===== src/rtl/pattern_det_pkg.sv =====
// rtl/pattern_det_pkg.sv - shared types and helpers for the serial pattern detector
package pattern_det_pkg;

  typedef enum logic {MODE_NON_OVERLAP = 1'b0, MODE_OVERLAP = 1'b1} det_mode_t;

  function automatic int len_w(input int max_len);
    return $clog2(max_len + 1);
  endfunction

  // A zero-length pattern is meaningless, so it is treated as a single bit.
  function automatic int clamp_len(input int len, input int max_len);
    if (len < 1) return 1;
    if (len > max_len) return max_len;
    return len;
  endfunction

endpackage


===== src/rtl/sat_counter.sv =====
// rtl/sat_counter.sv - saturating counter, clear applied before increment
module sat_counter #(
  parameter int W = 16
) (
  input  logic         clk,
  input  logic         rst,
  input  logic         clr,
  input  logic         inc,
  output logic [W-1:0] cnt
);

  logic [W-1:0] cnt_q;
  logic [W-1:0] cnt_d;

  always_comb begin
    cnt_d = clr ? '0 : cnt_q;
    if (inc && (cnt_d != '1)) cnt_d = cnt_d + W'(1);
  end

  always_ff @(posedge clk or posedge rst) begin
    if (rst) cnt_q <= '0;
    else     cnt_q <= cnt_d;
  end

  assign cnt = cnt_q;

endmodule


===== src/rtl/pattern_detector_moore.sv =====
// rtl/pattern_detector_moore.sv - runtime-loadable serial pattern detector, Moore output
module pattern_detector_moore
  import pattern_det_pkg::*;
#(
  parameter int                 MAX_LEN     = 8,
  parameter int                 CNT_W       = 16,
  parameter logic [MAX_LEN-1:0] DEF_PATTERN = MAX_LEN'(8'b0000_1011),
  parameter int                 DEF_LEN     = 4,
  parameter bit                 DEF_OVERLAP = 1'b1,
  localparam int                LEN_W       = len_w(MAX_LEN)
) (
  input  logic               clk,
  input  logic               reset,
  input  logic               en,
  input  logic               in,
  input  logic               pat_load,
  input  logic [MAX_LEN-1:0] pat_value,
  input  logic [LEN_W-1:0]   pat_len,
  input  logic               pat_overlap,
  input  logic               clr_count,
  output logic               out,
  output logic [CNT_W-1:0]   match_count
);

  // The oldest bit drops out of the window on every shift, so only MAX_LEN-1 bits need storing.
  logic [MAX_LEN-2:0] hist_q;
  logic [MAX_LEN-1:0] hist_d;
  logic [MAX_LEN-1:0] pat_q;
  logic [MAX_LEN-1:0] mask;
  logic [LEN_W-1:0]   fill_q;
  logic [LEN_W-1:0]   fill_d;
  logic [LEN_W-1:0]   len_q;
  det_mode_t          ovl_q;
  logic               out_q;
  logic               match_d;
  logic               accept;

  always_comb begin
    mask = '0;
    for (int i = 0; i < MAX_LEN; i++) mask[i] = (LEN_W'(i) < len_q);

    hist_d = {hist_q, in};

    // Non-overlap: the bit after a match starts a fresh window.
    if ((ovl_q == MODE_NON_OVERLAP) && out_q) fill_d = LEN_W'(1);
    else if (fill_q >= LEN_W'(MAX_LEN))       fill_d = LEN_W'(MAX_LEN);
    else                                      fill_d = fill_q + LEN_W'(1);

    match_d = (fill_d >= len_q) && ((hist_d & mask) == (pat_q & mask));
  end

  always_ff @(posedge clk or posedge reset) begin
    if (reset) begin
      hist_q <= '0;
      fill_q <= '0;
      out_q  <= 1'b0;
      pat_q  <= DEF_PATTERN;
      len_q  <= LEN_W'(clamp_len(DEF_LEN, MAX_LEN));
      ovl_q  <= DEF_OVERLAP ? MODE_OVERLAP : MODE_NON_OVERLAP;
    end else if (pat_load) begin
      hist_q <= '0;
      fill_q <= '0;
      out_q  <= 1'b0;
      pat_q  <= pat_value;
      len_q  <= LEN_W'(clamp_len(int'(pat_len), MAX_LEN));
      ovl_q  <= pat_overlap ? MODE_OVERLAP : MODE_NON_OVERLAP;
    end else if (en) begin
      hist_q <= hist_d[MAX_LEN-2:0];
      fill_q <= fill_d;
      out_q  <= match_d;
    end
  end

  assign accept = en & ~pat_load;

  sat_counter #(.W(CNT_W)) u_match_cnt (
    .clk (clk),
    .rst (reset),
    .clr (clr_count | pat_load),
    .inc (accept & match_d),
    .cnt (match_count)
  );

  assign out = out_q;

endmodule


===== config.mk =====
export PLATFORM = sky130hd
export DESIGN_NAME = pattern_detector_moore
export DESIGN_NICKNAME = d
export VERILOG_FILES = /design/src/rtl/pattern_det_pkg.sv /design/src/rtl/sat_counter.sv /design/src/rtl/pattern_detector_moore.sv
export SDC_FILE = /design/constraint.sdc
export NUM_CORES = 1
export LEC_CHECK = 0
export CORE_MARGIN = 10
export CORE_UTILIZATION = 48
export DETAILED_ROUTE_END_ITERATION = 7
export PLACE_DENSITY = 0.77
export SLEW_MARGIN = 25
export SYNTH_ARGS = -nofsm -noshare
export SYNTH_HDL_FRONTEND = slang
export SYNTH_HIERARCHICAL = 1
export SYNTH_SLANG_ARGS = --single-unit

===== constraint.sdc =====
create_clock -name clk -period 2.58 [get_ports clk]
set_input_delay 0.516 -clock clk [delete_from_list [all_inputs] [get_ports clk]]
set_output_delay 0.516 -clock clk [all_outputs]
set_load 0.02 [all_outputs]

==> out/results.tsv <==
stage	metric	value	unit
cts	clock slew at reported path FFs	0.08	ns
setup_path	Setup crit end kind	register	
logic_synthesis	Cell Area, Synth	2161	um2
global_route	first-pass GRT wire length	8.473	mm
hold_path	HP Class	reg2reg	
place	placed cell areas	2676	um2
cts	CTS tree	done	
logic_synthesis	post-synthesis adder-cell area fraction	3.474	%
power	Pleak	1.228	nW
floorplanning	Die Y	87.10	um
final_layout	fill count	337	
logic_synthesis	Yosys warnings	6	
routing	Avg WL per Cell	16.48	um
sta	final period demand of the worst path	2.541	ns
place	DP Wirelength	3.581	mm
logic_synthesis	synth top area cells	dfrtp_1 (42%), dfstp_2 (6.1%), xnor2_1 (5.7%)	
floorplanning	Die X	87.10	um
setup_path	WS Path Type	reg2reg	
setup_path	crit path DAT	2.77	ns
power	Max IR drop VDD	0.4086	mV
setup_path	Bufs and invs on worst path	0	
cts	Worst-Skew Late Latency	0.30	ns
floorplanning	Initial Util	49.63	%
power	Reg power frac	46.5	%
sta	Setup-failing EPs final	0	
routing	drt pass-1 iters	4	
routing	via count	1769	
global_route	GRT Util Overall	13.79	%
logic_synthesis	post-synthesis mux area share	9.902	%
sta	total negative slack	0	ns
global_route	vias in the first global route	1777	
power	NetSw	0.3399	mW
logic_synthesis	Yosys reg bits	41	
logic_synthesis	Netlist cell types	49	
setup_path	CP Launch Type	register	
routing	final wirelength	5.191	mm
logic_synthesis	net count after synthesis	232	
sta	relative slew slack	51.48	%
status	outcome	finished clean	
cts	TritonCTS buffer count	5	
final_layout	area of the multi-input gates	1181	um2
power	clock power share	40.9	%
logic_synthesis	Most used DFF post-synth	dfrtp_1	
setup_path	Worst path max stage delay	0.50	ns
logic_synthesis	Cells after Synth	207	
floorplanning	IO Count	36	
final_layout	final instance area	2960	um2
logic_synthesis	Synth async-reset ratio	100.0	%
sta	clock skew	0.006861	ns
power	Sw Ratio	22.65	%
logic_synthesis	post-synth top area cell	dfrtp_1	
sta	Final period util	98.48	%
sta	fmax	393.6	MHz
routing	DRC violations left	0	
final_layout	Layout Nets	287	
sta	RSZ-0062 raised after global routing	true	
global_route	largest net degree at the start of global routing	29	
global_route	initial antenna violation count	0	
logic_synthesis	synthesized-area fraction occupied by and/or/nand/nor cells	18.99	%
final_layout	fraction of layout cells with a size suffix above 1	26.24	%
setup_path	critical path peak fanout	4	
sta	Pins Over Slew Limit	0	
floorplanning	# rows	24	
routing	Routed Antenna Nets	0	
power	PD cells	507.0	nW/um2
place	port buffer count	35	
sta	Final Hold Fails	0	
logic_synthesis	largest family of logic cells by synthesized area	simple AND/OR/NAND/NOR gates	
setup_path	Required @ worst endpoint	2.81	ns
routing	drt initial violations	99	
logic_synthesis	Compound-Gate Fraction of Synth Area	11.18	%
power	internal power	1.161	mW
final_layout	diodes inserted	0	
final_layout	Area Growth Syn to Fin	37.00	%
setup_path	CP cell instances	ha_2 -> xnor2_2 -> nor3_2 -> ha_2 -> o21a_1 -> a21oi_2 -> nor2_2 -> and3_4 -> nand2_4 -> or4_4 -> a21oi_2	
logic_synthesis	Syn Area/Cell	10.44	um2
cts	CTS H-tree depth	2	
routing	routed vias/inst	5.616	
logic_synthesis	share of the synthesized area in the top cell type	41.69	%
power	total power	1.501	mW
power	Comb power frac	12.6	%
floorplanning	core footprint	4354	um2
setup_path	Worst path slowest cell	or4_4	
final_layout	final core occ	67.99	%
final_layout	sequential cell area	1035	um2
sta	Worst-Margin Slew	0.7223	ns
global_route	GRT overflow	0	
cts	total clock sinks	41	
logic_synthesis	Synth Area in XOR/XNOR	5.675	%
logic_synthesis	sequential fraction of the synthesis area	47.77	%
flow_run	max_cap viols	0	
setup_path	CP delay by family, top	simple AND/OR/NAND/NOR gates	
cts	hold_buf cts	0	
logic_synthesis	Post-synth EDFFs	0	
floorplanning	die area	7586	um2
cts	Root Buffer	clkbuf_8	
place	routability cong.	0.8436	
cts	maximum clock path buffer count	2	
power by group through the flow:
| stage | Clock (mW) | Sequential (mW) | Combinational (mW) |
|---|---|---|---|
| after floorplan | 0 | 0.705 | 0.108 |
| after global placement | 0 | 0.707 | 0.172 |
| after detailed placement | 0 | 0.709 | 0.176 |
| after CTS | 0.620 | 0.697 | 0.181 |
| after global routing | 0.651 | 0.702 | 0.208 |
| final | 0.614 | 0.698 | 0.189 |
routing by layer:
| metal | vias to the layer above | track usage, % | part of all wire (%) |
|---|---|---|---|
| met5 | - | 0 | 0 |
| met4 | 0 | 4.638 | 1.0 |
| met3 | 6 | 4.869 | 5.4 |
| met2 | 39 | 20.72 | 48 |
| met1 | 876 | 17.95 | 45 |
| li1 | 848 | - | - |
cell usage in the layout (no fill, tap or decap), drive strengths merged, types with 3 or more instances in the layout:
master / instances
dfrtp: 36
clkdlybuf4s50: 35
nor2: 22
buf: 20
xnor2: 14
mux2: 11
inv: 10
mux2i: 9
a21oi: 9
nor3: 8
nand2b: 7
nand2: 7
ha: 6
clkbuf: 5
dfstp: 5
nor2b: 5
o21ai: 5
a211oi: 4
and3: 4
a31oi: 3
or4: 3
nand3: 3
o22ai: 3
cell type report:
class / instances / share of cell area, %
Tap cell: 52 / 2.198
Multi-Input combinational cell: 149 / 39.90
Clock inverter: 3 / 2.198
Sequential cell: 41 / 34.95
Inverter: 10 / 1.268
Timing Repair Buffer: 55 / 17.16
Clock buffer: 5 / 2.325
sequential cells by signal, summed over array words and instances (netlist names):
signal / flops
fill_q: 4
hist_q: 7
len_q: 4
out: 1
ovl_q: 1
pat_q: 8
u_match_cnt/cnt: 16
through the flow:
stage,setup WS [ns],std cells,hold slack [ns]
after global routing,-0.06637,315,0.5358
after CTS,0.0004934,312,0.5193
after floorplan,0.01220,207,0.4297
final,0.03910,315,0.5166
after detailed placement,-0.3529,304,0.5011
after global placement,-0.2816,304,0.4993
worst paths after layout:
| path | from | to | slack, ns | cells after the start |
|---|---|---|---|---|
| max | fill_q[0] | u_match_cnt/cnt[14] | 0.04 | 11 |
| max reg2reg | fill_q[0] | u_match_cnt/cnt[14] | 0.04 | 11 |
| min | pat_q[2] | pat_q[2] | 0.52 | 1 |
| max in group asynchronous | reset | u_match_cnt/cnt[7] | 1.53 | 2 |
| min in group asynchronous | reset | out | 0.60 | 3 |
| min reg2reg | pat_q[2] | pat_q[2] | 0.52 | 1 |
cell families after synthesis:
| family | after synthesis |
|---|---|
| simple gates | 74 |
| flops | 41 |
| compound gates | 35 |
| mux | 20 |
| buf+inv | 17 |
| xor+xnor | 14 |
| fa+ha+maj | 6 |
timing repair:
item                                   4_1_cts  5_1_grt
setup buffers                                0        3
endpoints found under the hold margin        0        0
resized for setup                            7       24
setup endpoints to repair                    5       10
pin swaps                                    0       14
synth_stat cells, types with 2 or more instances:
cell      count
or4_1         2
ha_1          6
nand3_1       3
and2_1        2
o21ai_1       2
nor3_1        8
inv_1        10
nand4_1       2
clkbuf_1      6
nor2_1       22
mux2_1        5
nor2b_1       5
dfrtp_1      36
a31oi_1       3
dfstp_2       5
a211oi_1      4
mux2i_1       9
nand2_1       6
and3_1        4
nor3b_1       2
o22ai_1       2
nor4_1        2
mux2_2        6
nand2b_1      7
a21oi_1       9
o21ai_0       2
o31ai_1       2
xnor2_1      14
No activity file was read; power rests on OpenSTA's default activity.
